<file path="src/rtl/instruction_package.sv">
// Shared instruction encoding for the regex engine plus the execution-unit state enum.
package instruction_package;
  localparam int INSTRUCTION_TYPE_BITS  = 3;
  localparam int INSTRUCTION_DATA_WIDTH = 13;

  typedef enum logic [INSTRUCTION_TYPE_BITS-1:0] {
    ACCEPT                = 3'd0,
    SPLIT                 = 3'd1,
    MATCH                 = 3'd2,
    JMP                   = 3'd3,
    END_WITHOUT_ACCEPTING = 3'd4,
    MATCH_ANY             = 3'd5,
    ACCEPT_PARTIAL        = 3'd6,
    NOT_MATCH             = 3'd7
  } instruction_type_t;

  typedef enum logic [2:0] {
    IDLE,
    FETCH,
    WAIT_DATA,
    EXEC,
    OUT_FIRST,
    OUT_SECOND
  } regex_cpu_state_t;
endpackage

</file>
<file path="src/rtl/regex_cpu_exec_unit.sv">
// Combinational decode/execute of one regex instruction against one character.
module regex_cpu_exec_unit
  import instruction_package::*;
#(
  parameter int PC_WIDTH        = 9,
  parameter int CC_ID_BITS      = 2,
  parameter int CHARACTER_WIDTH = 8,
  parameter int MEMORY_WIDTH    = 16
) (
  input  logic [MEMORY_WIDTH-1:0]    instr,
  input  logic [PC_WIDTH-1:0]        pc,
  input  logic [CC_ID_BITS-1:0]      cc_id,
  input  logic [CHARACTER_WIDTH-1:0] c,
  input  logic                       eos,
  output logic [1:0]                 emit_count,
  output logic [PC_WIDTH-1:0]        pc0,
  output logic [CC_ID_BITS-1:0]      cc0,
  output logic [PC_WIDTH-1:0]        pc1,
  output logic [CC_ID_BITS-1:0]      cc1,
  output logic                       accept
);
  instruction_type_t                 w_op;
  logic [INSTRUCTION_DATA_WIDTH-1:0] w_operand;
  logic [PC_WIDTH-1:0]               w_pc_inc;
  logic [PC_WIDTH-1:0]               w_jmp;
  logic [CHARACTER_WIDTH-1:0]        w_chr;
  logic [CC_ID_BITS-1:0]             w_nxt_cc;

  assign w_op      = instruction_type_t'(instr[MEMORY_WIDTH-1 -: INSTRUCTION_TYPE_BITS]);
  assign w_operand = instr[MEMORY_WIDTH-INSTRUCTION_TYPE_BITS-1 -: INSTRUCTION_DATA_WIDTH];
  // Operand truncation gives the jump target and the literal character.
  assign w_jmp     = PC_WIDTH'(w_operand);
  assign w_chr     = CHARACTER_WIDTH'(w_operand);
  assign w_pc_inc  = pc + PC_WIDTH'(1);
  assign w_nxt_cc  = cc_id + CC_ID_BITS'(1);

  always_comb begin
    emit_count = 2'd0;
    pc0        = w_pc_inc;
    cc0        = w_nxt_cc;
    pc1        = w_jmp;
    cc1        = cc_id;
    accept     = 1'b0;
    case (w_op)
      MATCH:     if (!eos && c == w_chr) emit_count = 2'd1;
      NOT_MATCH: if (!eos && c != w_chr) emit_count = 2'd1;
      MATCH_ANY: if (!eos) emit_count = 2'd1;
      JMP: begin
        emit_count = 2'd1;
        pc0        = w_jmp;
        cc0        = cc_id;
      end
      SPLIT: begin
        emit_count = 2'd2;
        cc0        = cc_id;
      end
      ACCEPT:         accept = eos;
      ACCEPT_PARTIAL: accept = 1'b1;
      default: ;
    endcase
  end
endmodule

</file>
<file path="src/rtl/regex_cpu_ext.sv">
// Single-thread regex execution unit: fetch one instruction, execute it, emit successors.
module regex_cpu_ext
  import instruction_package::*;
#(
  parameter int PC_WIDTH          = 9,
  parameter int CC_ID_BITS        = 2,
  parameter int CHARACTER_WIDTH   = 8,
  parameter int MEMORY_WIDTH      = 16,
  parameter int MEMORY_ADDR_WIDTH = 11
) (
  input  logic                                        clk,
  input  logic                                        rst,
  input  logic [(2**CC_ID_BITS)*CHARACTER_WIDTH-1:0]  current_characters,
  input  logic [2**CC_ID_BITS-1:0]                    end_of_string,
  input  logic                                        input_pc_valid,
  output logic                                        input_pc_ready,
  input  logic [PC_WIDTH-1:0]                         input_pc,
  input  logic [CC_ID_BITS-1:0]                       input_cc_id,
  output logic                                        memory_valid,
  input  logic                                        memory_ready,
  output logic [MEMORY_ADDR_WIDTH-1:0]                memory_addr,
  input  logic [MEMORY_WIDTH-1:0]                     memory_data,
  output logic                                        output_pc_valid,
  input  logic                                        output_pc_ready,
  output logic [PC_WIDTH-1:0]                         output_pc,
  output logic [CC_ID_BITS-1:0]                       output_cc_id,
  output logic                                        accepts
);
  regex_cpu_state_t          r_state, w_next;
  logic [PC_WIDTH-1:0]       r_pc, r_out_pc, r_pc2;
  logic [CC_ID_BITS-1:0]     r_cc, r_out_cc, r_cc2;
  logic [MEMORY_WIDTH-1:0]   r_instr;
  logic                      r_two, r_acc;

  logic [CHARACTER_WIDTH-1:0] w_c;
  logic                       w_eos;
  logic [1:0]                 w_emit_count;
  logic [PC_WIDTH-1:0]        w_pc0, w_pc1;
  logic [CC_ID_BITS-1:0]      w_cc0, w_cc1;
  logic                       w_accept;

  assign w_c   = current_characters[r_cc*CHARACTER_WIDTH +: CHARACTER_WIDTH];
  assign w_eos = end_of_string[r_cc];

  regex_cpu_exec_unit #(
    .PC_WIDTH        (PC_WIDTH),
    .CC_ID_BITS      (CC_ID_BITS),
    .CHARACTER_WIDTH (CHARACTER_WIDTH),
    .MEMORY_WIDTH    (MEMORY_WIDTH)
  ) u_exec (
    .instr      (r_instr),
    .pc         (r_pc),
    .cc_id      (r_cc),
    .c          (w_c),
    .eos        (w_eos),
    .emit_count (w_emit_count),
    .pc0        (w_pc0),
    .cc0        (w_cc0),
    .pc1        (w_pc1),
    .cc1        (w_cc1),
    .accept     (w_accept)
  );

  always_comb begin
    w_next = r_state;
    case (r_state)
      IDLE:       if (input_pc_valid) w_next = FETCH;
      FETCH:      if (memory_ready) w_next = WAIT_DATA;
      WAIT_DATA:  w_next = EXEC;
      EXEC:       w_next = (w_emit_count != 2'd0) ? OUT_FIRST : IDLE;
      OUT_FIRST:  if (output_pc_ready) w_next = r_two ? OUT_SECOND : IDLE;
      OUT_SECOND: if (output_pc_ready) w_next = IDLE;
      default:    w_next = IDLE;
    endcase
  end

  always_ff @(posedge clk) begin
    if (rst) begin
      r_state  <= IDLE;
      r_pc     <= '0;
      r_cc     <= '0;
      r_instr  <= '0;
      r_out_pc <= '0;
      r_out_cc <= '0;
      r_pc2    <= '0;
      r_cc2    <= '0;
      r_two    <= 1'b0;
      r_acc    <= 1'b0;
    end else begin
      r_state <= w_next;
      r_acc   <= 1'b0;
      case (r_state)
        IDLE: if (input_pc_valid) begin
          r_pc <= input_pc;
          r_cc <= input_cc_id;
        end
        WAIT_DATA: r_instr <= memory_data;
        EXEC: begin
          r_acc <= w_accept;
          if (w_emit_count != 2'd0) begin
            r_out_pc <= w_pc0;
            r_out_cc <= w_cc0;
            r_pc2    <= w_pc1;
            r_cc2    <= w_cc1;
            r_two    <= (w_emit_count == 2'd2);
          end
        end
        // Second SPLIT successor is loaded as the first is consumed.
        OUT_FIRST: if (output_pc_ready && r_two) begin
          r_out_pc <= r_pc2;
          r_out_cc <= r_cc2;
        end
        default: ;
      endcase
    end
  end

  assign input_pc_ready  = (r_state == IDLE) && !rst;
  assign memory_valid    = (r_state == FETCH);
  assign memory_addr     = MEMORY_ADDR_WIDTH'(r_pc);
  assign output_pc_valid = (r_state == OUT_FIRST) || (r_state == OUT_SECOND);
  assign output_pc       = r_out_pc;
  assign output_cc_id    = r_out_cc;
  assign accepts         = r_acc;
endmodule

</file>
<file path="config.mk">
export PLATFORM = sky130hd
export DESIGN_NAME = regex_cpu_ext
export DESIGN_NICKNAME = d
export VERILOG_FILES = /design/src/rtl/instruction_package.sv /design/src/rtl/regex_cpu_exec_unit.sv /design/src/rtl/regex_cpu_ext.sv
export SDC_FILE = /design/constraint.sdc
export NUM_CORES = 1
export LEC_CHECK = 0
export ABC_AREA = 1
export BUFFER_PORTS_ARGS = -buffer_cell sky130_fd_sc_hd__buf_4
export CAP_MARGIN = 20
export CORE_MARGIN = 5
export CORE_UTILIZATION = 36
export DETAILED_ROUTE_END_ITERATION = 6
export PLACE_DENSITY = 0.61
export SLEW_MARGIN = 20
export SYNTH_ARGS = -nofsm -noshare
export SYNTH_HDL_FRONTEND = slang
export SYNTH_SLANG_ARGS = --single-unit
</file>
<file path="constraint.sdc">
create_clock -name clk -period 2.7 [get_ports clk]
set_clock_uncertainty 0.2 [all_clocks]
set_input_delay 0.135 -clock clk [delete_from_list [all_inputs] [get_ports clk]]
set_output_delay 0.135 -clock clk [all_outputs]
set_load 0.005 [all_outputs]
</file>
Word-level counts from Yosys, hierarchy flattened
Cells that the tools add are included.
- flip-flop bits (word level): 54
- output and inout port bits: 26
- logic and storage cells: 74
- add/sub/neg operators: 2
- order comparisons: 1
- equal/unequal tests: 20
- shifts and indexed selects: 1
- mux-type cells: 22
- bitwise gates (word level): 1
- reductions and logical operators: 17
- operators by type and width (operator ; count):
    variable part select 32 x 6 -> 8 bit ; 1
    2-to-1 mux 9 bit ; 3
    2-to-1 mux 3 bit ; 6
    case mux 3 bit (6 select lines) ; 1
    case mux 9 bit (2 select lines) ; 1
    equality test 3 bit (second input constant) ; 5
    equality test 3 x 2 -> 1 bit (second input constant) ; 4
    inequality test 2 bit (second input constant) ; 5
    case mux 2 bit (5 select lines) ; 1
    adder 9 x 1 -> 9 bit (second input constant) ; 1
    equality test 8 bit ; 1
    inequality test 8 bit ; 1
    equality test 3 x 1 -> 1 bit (second input constant) ; 2
    logical NOT 3 bit ; 2
    2-to-1 mux 2 bit ; 3
    logical AND 1 bit ; 4
    2-to-1 mux 1 bit ; 4
    case mux 2 bit (2 select lines) ; 1
    AND reduction 2 bit ; 2
    AND reduction 4 bit ; 1
    nonzero test 2 bit ; 2
    OR reduction 2 bit ; 2
    < comparator 2 x 3 -> 1 bit (second input constant) ; 1
    AND reduction 3 bit ; 1
    8 further kinds ; 9

Logic depth before layout (Yosys ltp)
- depth after elaboration: 9
- mapped depth: 19
- mapped depth without buffers: 17

Cells and area by module
A second synthesis with hierarchy kept.
- cell total of the unflattened synthesis: 450
- area total of the unflattened synthesis: 3006.6 um^2
- modules (own cells, without submodules) (module ; times used ; cells an instance ; area an instance (um^2)):
    regex_cpu_ext ; 1 ; 344 ; 2434.8
    regex_cpu_exec_unit ; 1 ; 106 ; 571.8

Worst setup path after synthesis
OpenSTA, ideal clock, no wires.
- kind: reg-to-reg
- start point: register r_cc[0]
- end point: register r_two
- setup time: 114 ps
- arrival: 1622 ps
- data required time: 2386 ps
- setup slack: 765 ps
- cell stages (with the launch flop): 18
- cell sequence: dfxtp_1 inv_2 buf_6 nand2_1 nand3_1 nand2_1 nand2_1 nand2_1 nand2_1 nor2_1 nand2_1 nand2_1 nand3_2 nand3_1 nand2_1 buf_4 a21oi_1 nor2_1
- cells in the longest elaborated chain, start to end: 8
- elaborated cells on any way between the ends: 15
- classes of those cells: eq/ne (3); shift (1); mux (6); reduce/logical (5)
- ends and longest elaborated chain (what ; line ; source):
    from (decl) ; regex_cpu_ext.sv:31 ; logic [CC_ID_BITS-1:0] r_cc, r_out_cc, r_cc2;
    from (signal assigned) ; regex_cpu_ext.sv:95 ; r_cc <= input_cc_id;
    branches (longest 5 deep; another with variable part select 32 x 6 -> 8 bit) ; -- ;
    case mux 2 bit (5 select lines) (*) ; regex_cpu_exec_unit.sv:44 ; case (w_op)
    nonzero test 2 bit ; regex_cpu_ext.sv:100 ; if (w_emit_count != 2'd0) begin
    AND reduction 2 bit (no source line) ; -- ;
    to (signal assigned) ; regex_cpu_ext.sv:105 ; r_two <= (w_emit_count == 2'd2);
    to (decl) ; regex_cpu_ext.sv:33 ; logic r_two, r_acc;
Every way passes the cells marked *. The select of a mux whose other input is x is not followed.
A chain may end at the register's enable or synchronous reset.

Worst setup path after layout
- start point: register r_cc[0]
- end point: register r_pc2[3]
- cells in the longest elaborated chain, start to end: 8
- elaborated cells on any way between the ends: 14
- classes of those cells: eq/ne (2); shift (1); mux (6); reduce/logical (5)
- ends and longest elaborated chain (what ; line ; source):
    branches (longest 5 deep; another with variable part select 32 x 6 -> 8 bit) ; -- ;
    case mux 2 bit (5 select lines) (*) ; regex_cpu_exec_unit.sv:44 ;
    nonzero test 2 bit (*) ; regex_cpu_ext.sv:100 ;
    AND reduction 2 bit (no source line) (*) ; -- ;
    to (signal assigned) ; regex_cpu_ext.sv:103 ; r_pc2 <= w_pc1;
    to (decl) ; regex_cpu_ext.sv:30 ; logic [PC_WIDTH-1:0] r_pc, r_out_pc, r_pc2;
Marked as above.

==> results.yml <==
routing:
  route.vias.total: 3027
  drt-total-wl_mm: 7.872
  via_per_inst: 4.797
  drtIter0Drc: 99
  wl_per_cell_um: 12.48
  drc: 0
  firstDrtPassIters: 4
  ant_nets: 0
global_route:
  grt_util_met2_pct: 27.99
  grt_pass1_wl_mm: 13.28
  grt_most_used_layer: "met2"
  grtUsageMet1_pct: 21.69
  grt_max_degree: 28
  antenna_found_initial: 0
  overflow: 0
  grtUsageMet3_pct: 2.943
  grt_pass1_vias: 2947
  grt_use_total_pct: 16.50
floorplanning:
  die_y_um: 97.39
  std_cell_rows: 31
  chipWidth_um: 97.39
  dieArea_sq_mm: 0.009484
  start_util_pct: 37.50
  core_sq_mm: 0.007331
  num_io_pins: 94
final_layout:
  nNetsFinal: 602
  syn_to_final_growth_pct: 39.05
  utilization_pct: 52.14
  drive_gt1_share_pct: 21.05
  fin_area_sq_mm: 0.003822
  diodes: 0
  fillers: 771
  final_cells: 631
clocking:
  cts.sinks: 50
  cts_tree: "yes"
  clk_latency_ps: 290
  h-tree-depth: 2
  cts-root-buf: "clkbuf_8"
  cts_buffer_depth: 2
  post_cts_buffers: 0
  cts_buffers: 5
  clkSlewWorstSetupHoldPaths_ps: 80
placement:
  gp_congestion: 0.8543
  dp_slack_ps: 263.4
  io_buffers: 87
  dp_hpwl_mm: 6.158
  placed_cells: 599
  placedInstanceArea_sq_mm: 0.003475
worst_setup_path:
  crit_type: "register to register"
  start_kind: "register"
  max_stage_delay_ps: 420
  worst-path-buf-inv: 3
  r2r-start: "r_cc[0]"
  required_ps: 2690
  end_kind: "register"
  crit_family: "simple AND/OR/NAND/NOR gates"
  path_depth: 17
  rrSetupSlack_ps: 300
  r2r_cells: 17
  rr_endpoint: "r_pc2[3]"
  arrival_ps: 2390
  path_cells: "buf_4 -> nand2_1 -> nand3_1 -> nand2_1 -> nand2_1 -> nand2_1 -> inv_2 -> nand2_1 -> nor2_1 -> nand2_1 -> nand2_1 -> nand3_2 -> nand3_1 -> nand2_2 -> buf_4 -> o21ai_1 -> nor2_1"
  crit_path_top_delay_cell: "dfxtp_1"
  critical-path-top-cell-by-count: "nand2_1"
  worstPathMaxFanout: 18
yosys:
  synth_area_leaders: "dfxtp_1 36%, nand2_1 14%, nand3_1 8.2%"
  ys_seq_area_share_pct: 36.41
  syn_area_sq_mm: 0.002749
  avgSynthCellArea_sq_um: 6.499
  synth-seq-cells: 50
  synthCells: 423
  yosysTopAreaCellShare_pct: 36.41
  yosys.cell_types.count: 29
  synth.largest_area_cell: "dfxtp_1"
  yosysWarningCount: 0
sta:
  final_max_slew_viol_count: 0
  worstMarginPinSlew_ps: 738.0
  finalSetupViolations: 0
  finalHoldViolCount: 0
  hold-worst-slack_ps: 78.62
  final.setup.worst_slack_ps: 298.1
  max-slew-margin-rel_pct: 50.74
  min_period_ps: 2402
  rsz0062_at_grt: "no"
  setup_tns_ps: 0
  timing.fmax_mhz: 416.3
  fin_crit_sh_pct: 88.96
power:
  power_density_mw_per_mm2: 523.4
  worst_ir_drop_vdd_mv: 0.2349
  power_mw: 2.000
  power.leakage_nw: 1.713
min_path:
  min_path_cells: 5
  hold_path_class: "input port to register"
  min-delay-start: "input_pc_valid"
  worstHoldEndpoint: "r_state[1]"
outcome:
  run_status: "complete, no violations"
run:
  maxCapViolations: 0
cell type report:
type / count / area, sq um / area share (%)
well taps: 99 / 123.9 / 3.241
repair buffers: 124 / 996.0 / 26.06
clock buffers: 6 / 82.58 / 2.160
inverters: 38 / 145.1 / 3.797
multi-input cells: 314 / 1474 / 38.56
flip-flops and latches: 50 / 1001 / 26.19
how the worst max path moves through the flow:
stage | startpoint | to
2_1_floorplan | r_cc[0] | r_two
3_3_place_gp | r_cc[0] | r_pc2[3]
3_5_place_dp | r_cc[0] | r_pc2[3]
4_1_cts | r_cc[0] | r_pc2[3]
5_1_grt | r_cc[0] | r_pc2[3]
6_report | r_cc[0] | r_pc2[3]
state kept, by name, summed over array words and instances, names as in the netlist, 2 cells and up:
signal        flops
output_cc_id      2
output_pc         9
r_cc              2
r_cc2             2
r_instr          12
r_pc              9
r_pc2             9
r_state           3
logic make-up (layout without fill, tap and decap cells):
group	Yosys count	after routing	synth area share, %
xor+xnor	6	6	1.912
mux	6	6	2.185
fa+ha+maj	1	1	0.4551
flops	50	50	36.41
compound gates	92	92	17.25
simple gates	207	207	31.45
other cells	1	2	0.1364
buf+inv	60	168	10.20
worst register-to-register path, delay by kind of cell (launching register included):
family	cells	cell delay, ps
flops	1	420
buf+inv	3	510
compound gates	1	120
simple gates	13	1040
timing repair:
item,4_1_cts,5_1_grt
endpoints found under the hold margin,27,0
gates resized for setup,0,3
setup endpoints to repair,0,11
hold buffers,26,0
cell usage in the layout (no fill, tap or decap), types with 5 or more instances in the layout:
cell type	count
dlygate4sd3_1	26
a21oi_1	40
dfxtp_1	50
xor2_1	5
nand3_1	45
mux2i_1	6
inv_1	33
nand2_1	98
o21ai_0	38
clkbuf_8	6
o21ai_1	9
nor2_1	51
nor3_1	7
buf_4	98
synthesized netlist by cell type:
cell       count
a2111oi_0      1
a21oi_1       40
buf_1          3
buf_2          2
buf_4          6
buf_6          4
clkbuf_1       7
clkinv_1       1
conb_1         1
dfxtp_1       50
ha_1           1
inv_1         33
inv_2          4
mux2i_1        6
nand2_1       99
nand3_1       45
nand3_2        1
nand4_1        1
nand4_2        1
nor2_1        51
nor2_2         1
nor3_1         7
nor4_1         1
o211ai_1       3
o21ai_0       38
o21ai_1        9
o31ai_1        1
xnor2_1        1
xor2_1         5
report_power, final:
| group | internal, mW | switching (mW) | leakage [nW] |
|---|---|---|---|
| clock | 0.198 | 0.227 | 0.0431 |
| combinational | 0.313 | 0.385 | 1.26 |
| sequential | 0.811 | 0.0667 | 0.407 |
| total | 1.32 | 0.679 | 1.71 |
per-layer routing:
layer  share of wire, %  wire, um  up-vias
met3                4.4       350        7
met4                1.1        85        0
met5                  0         0        -
met2                 47      3711       66
li1                   -         -     1597
met1                 47      3726     1357
No activity file was read; power rests on OpenSTA's default activity.
